--- config.mk ---
export PLATFORM = sky130hd
export DESIGN_NAME = mul16_engine_flat
export DESIGN_NICKNAME = d
export VERILOG_FILES = /design/src/rtl/mul16_if.sv /design/src/rtl/mul16_engine.sv /design/src/flat_wrapper.sv
export SDC_FILE = /design/constraint.sdc
export NUM_CORES = 1
export LEC_CHECK = 0
export ABC_AREA = 1
export CORE_UTILIZATION = 60
export DETAILED_ROUTE_END_ITERATION = 6
export PLACE_DENSITY = 0.88
export SLEW_MARGIN = 20
export SYNTH_ARGS = -nofsm -noshare
export SYNTH_HDL_FRONTEND = slang
export SYNTH_SLANG_ARGS = --single-unit
--- constraint.sdc ---
create_clock -name clk -period 7.6 [get_ports clk]
set_input_delay 1.52 -clock clk [delete_from_list [all_inputs] [get_ports clk]]
set_output_delay 1.52 -clock clk [all_outputs]
set_load 0.03 [all_outputs]
--- src/rtl/mul16_if.sv ---
// mul16_if: start/done handshake plus the byte-wide data-memory port of mul16_engine.
interface mul16_if;
    logic       start;
    logic       done;
    logic [7:0] mem_addr;
    logic [7:0] mem_rd_data;
    logic       mem_wr_en;
    logic [7:0] mem_wr_data;
    modport master (input start, mem_rd_data, output done, mem_addr, mem_wr_en, mem_wr_data);
    modport slave (output start, mem_rd_data, input done, mem_addr, mem_wr_en, mem_wr_data);
endinterface

--- src/rtl/mul16_engine.sv ---
// mul16_engine: fetches 16 signed 16-bit operand pairs from bytes 0-63, stores big-endian 32-bit products at 64-127.
// Define MUL16_BOOTH4_EN for an 8-cycle radix-4 Booth multiply; default is 16-cycle radix-2 shift-add.
module mul16_engine (
    input  logic    clk,
    input  logic    rst_n,
    mul16_if.master bus
);
    typedef enum logic [2:0] {IDLE, LOAD, MUL, STORE, DONE} state_t;
`ifdef MUL16_BOOTH4_EN
    localparam logic [3:0] MUL_LAST = 4'd7;
`else
    localparam logic [3:0] MUL_LAST = 4'd15;
`endif
    state_t      state_q, state_d;
    logic        armed_q, armed_d;
    logic [3:0]  j_q, j_d, cnt_q, cnt_d;
    logic [31:0] ab_q, ab_d, acc_q, acc_d;
    logic [31:0] mcand, term;
    logic [15:0] mplr_a;
    assign mplr_a = ab_q[31:16];
    assign mcand  = {{16{ab_q[15]}}, ab_q[15:0]};
`ifdef MUL16_BOOTH4_EN
    logic [16:0] mplr_ext;
    logic [2:0]  grp;
    logic [31:0] mag;
    assign mplr_ext = {mplr_a, 1'b0};
    assign grp      = mplr_ext[{cnt_q[2:0], 1'b0} +: 3];
    assign mag      = (grp == 3'b011 || grp == 3'b100) ? (mcand << 1) :
                      (grp == 3'b000 || grp == 3'b111) ? 32'd0 : mcand;
    assign term     = grp[2] ? -(mag << {cnt_q[2:0], 1'b0}) : (mag << {cnt_q[2:0], 1'b0});
`else
    logic [31:0] part;
    assign part = mplr_a[cnt_q] ? (mcand << cnt_q) : 32'd0;
    // bit 15 of the multiplier carries negative weight
    assign term = (cnt_q == 4'd15) ? -part : part;
`endif
    always_comb begin
        state_d = state_q;
        armed_d = armed_q;
        j_d     = j_q;
        cnt_d   = cnt_q;
        ab_d    = ab_q;
        acc_d   = acc_q;
        case (state_q)
            IDLE: begin
                if (bus.start) armed_d = 1'b1;
                else if (armed_q) begin
                    armed_d = 1'b0;
                    j_d     = 4'd0;
                    cnt_d   = 4'd0;
                    state_d = LOAD;
                end
            end
            LOAD: begin
                ab_d  = {ab_q[23:0], bus.mem_rd_data};
                acc_d = 32'd0;
                cnt_d = (cnt_q == 4'd3) ? 4'd0 : cnt_q + 4'd1;
                if (cnt_q == 4'd3) state_d = MUL;
            end
            MUL: begin
                acc_d = acc_q + term;
                cnt_d = (cnt_q == MUL_LAST) ? 4'd0 : cnt_q + 4'd1;
                if (cnt_q == MUL_LAST) state_d = STORE;
            end
            STORE: begin
                cnt_d = (cnt_q == 4'd3) ? 4'd0 : cnt_q + 4'd1;
                if (cnt_q == 4'd3) begin
                    state_d = (j_q == 4'd15) ? DONE : LOAD;
                    j_d     = (j_q == 4'd15) ? j_q : j_q + 4'd1;
                end
            end
            DONE: begin
                if (bus.start) begin
                    armed_d = 1'b1;
                    state_d = IDLE;
                end
            end
            default: state_d = IDLE;
        endcase
        // start going high mid-run abandons the run but leaves the engine armed
        if (bus.start && (state_q == LOAD || state_q == MUL || state_q == STORE)) begin
            state_d = IDLE;
            armed_d = 1'b1;
            cnt_d   = 4'd0;
        end
    end
    always_ff @(posedge clk or negedge rst_n) begin
        if (!rst_n) begin
            state_q <= IDLE;
            armed_q <= 1'b0;
            j_q     <= 4'd0;
            cnt_q   <= 4'd0;
            ab_q    <= 32'd0;
            acc_q   <= 32'd0;
        end else begin
            state_q <= state_d;
            armed_q <= armed_d;
            j_q     <= j_d;
            cnt_q   <= cnt_d;
            ab_q    <= ab_d;
            acc_q   <= acc_d;
        end
    end
    assign bus.done        = (state_q == DONE);
    assign bus.mem_wr_en   = (state_q == STORE);
    assign bus.mem_addr    = (state_q == LOAD)  ? {2'b00, j_q, cnt_q[1:0]} :
                             (state_q == STORE) ? {2'b01, j_q, cnt_q[1:0]} : 8'd0;
    assign bus.mem_wr_data = (state_q == STORE) ? 8'(acc_q >> {~cnt_q[1:0], 3'b000}) : 8'd0;
endmodule

--- src/flat_wrapper.sv ---
// flat-port wrapper written by rule: the top's interface ports become plain ports
module mul16_engine_flat 
  (clk, rst_n, bus_start, bus_mem_rd_data, bus_done, bus_mem_addr, bus_mem_wr_en, bus_mem_wr_data);
  mul16_if bus_i ();
  input  logic clk;
  input  logic rst_n;
  input wire logic [$bits(bus_i.start)-1:0] bus_start;
  input wire logic [$bits(bus_i.mem_rd_data)-1:0] bus_mem_rd_data;
  output wire logic [$bits(bus_i.done)-1:0] bus_done;
  output wire logic [$bits(bus_i.mem_addr)-1:0] bus_mem_addr;
  output wire logic [$bits(bus_i.mem_wr_en)-1:0] bus_mem_wr_en;
  output wire logic [$bits(bus_i.mem_wr_data)-1:0] bus_mem_wr_data;
  assign bus_i.start = bus_start;
  assign bus_i.mem_rd_data = bus_mem_rd_data;
  assign bus_done = bus_i.done;
  assign bus_mem_addr = bus_i.mem_addr;
  assign bus_mem_wr_en = bus_i.mem_wr_en;
  assign bus_mem_wr_data = bus_i.mem_wr_data;
  mul16_engine u_core (.clk(clk), .rst_n(rst_n), .bus(bus_i));
endmodule
==> summary.txt <==
Status
  – Outcome: complete, no violations

Logic synthesis
  – Syn_nets: 1129
  – Synth top area share: 0.276
  – Synth Area per Inst: 6.39 um^2
  – Post-synth design cell area: 6890 um^2
  – Distinct cells, synth: 50
  – Flops & latches, synth: 76
  – Sequential share of the synthesized area: 0.276
  – Post-synth EDFFs: 0
  – Ys async rst share: 1.00
  – Area leader, netlist: dfrtp_1
  – Top post-synthesis cells by count: 308 x nand2_1, 118 x inv_1, 106 x o21ai_0
  – Post-Synthesis Cells: 1078
  – Top-count cell post-synth: nand2_1
  – Yosys warns: 0
  – Ranking of synthesized cells by area: dfrtp_1 28%, nand2_1 17%, o21ai_0 7.7%
  – Top_reg_cell synth: dfrtp_1

Place
  – Placed wire-length estimate: 14.4 mm
  – RD Place Congestion: 1.11
  – Port bufs: 27

Detailed routing
  – Vias: approximately 7300
  – Iteration-0 DRC Markers: 765
  – Pre-antenna DRT Iters: 7
  – Vias per inst: 5.93
  – Routed wire length: 19.2 mm
  – Drt drc: 0
  – Post-route ant nets: 0
  – WL/cell: 15.6 um

Global routing
  – All-layer global routing usage: 0.341
  – Vias in the first global route: 6508
  – Largest net degree at the start of global routing: 77
  – GRT Residual Overflow: 0
  – Initial antenna violation count: 0
  – First-pass GRT wire length: 31.1 mm

Worst setup path
  – CP endpoint kind: flop
  – R2R Path End: u_core.acc_q[20]
  – Largest stage delay on the critical path: 0.97 ns
  – CP top delay family: compound AO/OA/AOI/OAI gates
  – CP arrival: 5.64 ns
  – CP max FO: 30
  – CP Class: flop to flop
  – R2r setup slk: ~2.2 ns
  – WP data required: 7.81 ns
  – Slowest cell on crit path: dfrtp_1
  – Critical Path Stages: 24
  – Buffers plus inverters on the worst setup path: 5
  – Startpoint Class: flop
  – Crit path cell chain: inv_1 -> nand3_1 -> nand2_1 -> nand2_2 -> nand2_4 -> clkinv_2 -> nor2_1 -> inv_1 -> ha_1 -> nand2_1 -> o21ai_1 -> nand2_1 -> ha_1 -> nand2_1 -> o21ai_0 -> inv_1 -> o21ai_0 -> a31oi_1 -> inv_1 -> a21oi_1 -> o21bai_1 -> a21oi_1 -> o21ai_0 -> o21ai_0
  – Reg2reg start: u_core.cnt_q[1]
  – Worst R2R Path Depth: 24

Layout
  – FF/Latch Area: approximately 1900 um^2
  – Diode count: 0
  – Multi-input logic area: roughly 4300 um^2
  – Nets: 1132
  – Area Overhead vs Synth: 8.63%
  – Layout cells sized above 1: 0.0460
  – Fillers: 990

Clocking
  – Hold_buf cts: 0
  – Clk_lat worst skew: approximately 0.36 ns
  – Clock sinks: 76
  – Longest Clk Path Bufs: 2
  – Setup Fix Bufs, Post-CTS: 0
  – # H-tree levels: 3
  – Post-CTS sizing: 0
  – Clock Pin Slew Worst Setup and Hold Paths: 0.06 ns
  – Clk root buf: clkbuf_16
  – CTS tree: built
  – CTS buffer count: 9

Floorplanning
  – Num ports: 29
  – DIE WIDTH: 109 um
  – CORE AREA: 11000 um^2
  – Total die area: 11900 um^2
  – Die H: 109 um
  – Rows: 38
  – Starting Density: 0.625

Timing
  – Final Setup Violations: 0
  – Final Cycle Share: 0.715
  – Setup TNS: 0 ns
  – Fmax: 184 MHz
  – Period minus WS final: 5.43 ns
  – Final hold vios: 0
  – Slew Limit Fails: 0
  – Final Skew: 0.0100 ns
  – Slew HR: 0.356
  – RSZ-0062 raised after global routing: no
  – Worst-Margin Slew: between 0.9 and 1 ns

Min path
  – Worst hold endpoint: u_core.armed_q
  – Hold Crit Class: flop to flop
  – Hold depth: 2
  – Hold_sp: u_core.armed_q

Job
  – Max-capacitance violation count: 0
layout by cell type (no fill, tap or decap), types with 2 or more instances in the layout:
cell type and count:
nor2_1 71, nand4_1 7, o21ai_2 2, a31oi_1 3
or2_2 3, nor3_1 8, nand3_1 98, o211ai_1 2
nor2_4 2, a21o_1 4, clkinv_1 2, dfrtp_1 76
o21ai_1 4, o21a_1 3, clkinv_4 3, ha_1 39
o221ai_1 2, nand2_4 2, mux2_2 2, clkbuf_16 9
o21ai_0 106, o31ai_1 3, nand2_1 307, o22ai_1 8
xnor2_1 10, nor2_2 4, o21bai_1 5, nand2_2 9
xor2_1 20, inv_1 118, nor4_1 3, a21oi_1 100
buf_4 4, a32o_1 2, inv_2 2, clkdlybuf4s50_1 26
registers in the layout (all words and copies together), names as in the netlist:
signal,flops
u_core.ab_q,32
u_core.cnt_q,4
u_core.state_q,3
u_core.acc_q,32
u_core.armed_q,1
u_core.j_q,4
worst min-delay path, cell delays in order (launching register included):
cell	delay, ns
dfrtp_1	0.34
nand2_1	0.05
nand2_1	0.05
per-layer routing:
layer | GRT usage | share of wire
met1 | 0.461 | 0.44
met2 | 0.533 | 0.45
met3 | 0.0628 | 0.077
met4 | 0.143 | 0.033
met5 | 0 | 0
kinds of logic after synthesis:
family | Yosys count | synth area share
AO/OA/AOI/OAI | 250 | 0.196
AND/OR/NAND/NOR | 517 | 0.316
flip-flops | 76 | 0.276
adder cells (fa/ha/maj) | 40 | 0.0737
buffers and inverters | 162 | 0.0957
other | 1 | 0.000544
multiplexers | 2 | 0.00327
XOR/XNOR | 30 | 0.0381
worst max-delay path by stage:
stage,to,slack (ns),startpoint
floorplan,u_core.acc_q[28],4.09,u_core.cnt_q[3]
finish,u_core.acc_q[20],2.17,u_core.cnt_q[1]
global placement,u_core.acc_q[28],2.60,u_core.cnt_q[1]
detailed placement,u_core.acc_q[20],2.38,u_core.cnt_q[1]
CTS,u_core.acc_q[20],2.35,u_core.cnt_q[1]
global route,u_core.acc_q[28],1.72,u_core.cnt_q[1]
stage by stage:
stage	instances	util	area, um^2	worst slack (ns)	hold slack (ns)
after floorplan	1078	-	6890	4.09	0.442
after global placement	1210	0.650	7170	2.60	0.455
after detailed placement	1210	0.650	7170	2.38	0.466
after CTS	1226	0.678	7480	2.35	0.480
after global routing	1226	0.678	7480	1.72	0.510
final	1226	0.678	7480	2.17	0.478
cell type report:
class / count / share of cell area
Multi-Input combinational cell: 840 / 0.579
Sequential cell: 76 / 0.254
Inverter: 123 / 0.0619
Timing Repair Buffer: 31 / 0.0403
Clock buffer: 10 / 0.0319
Tap cell: 140 / 0.0234
Clock inverter: 6 / 0.00970
Power is left out: the tool's default activity adds up to more than one toggle a clock period on the data nets, which glitch-free logic cannot reach.
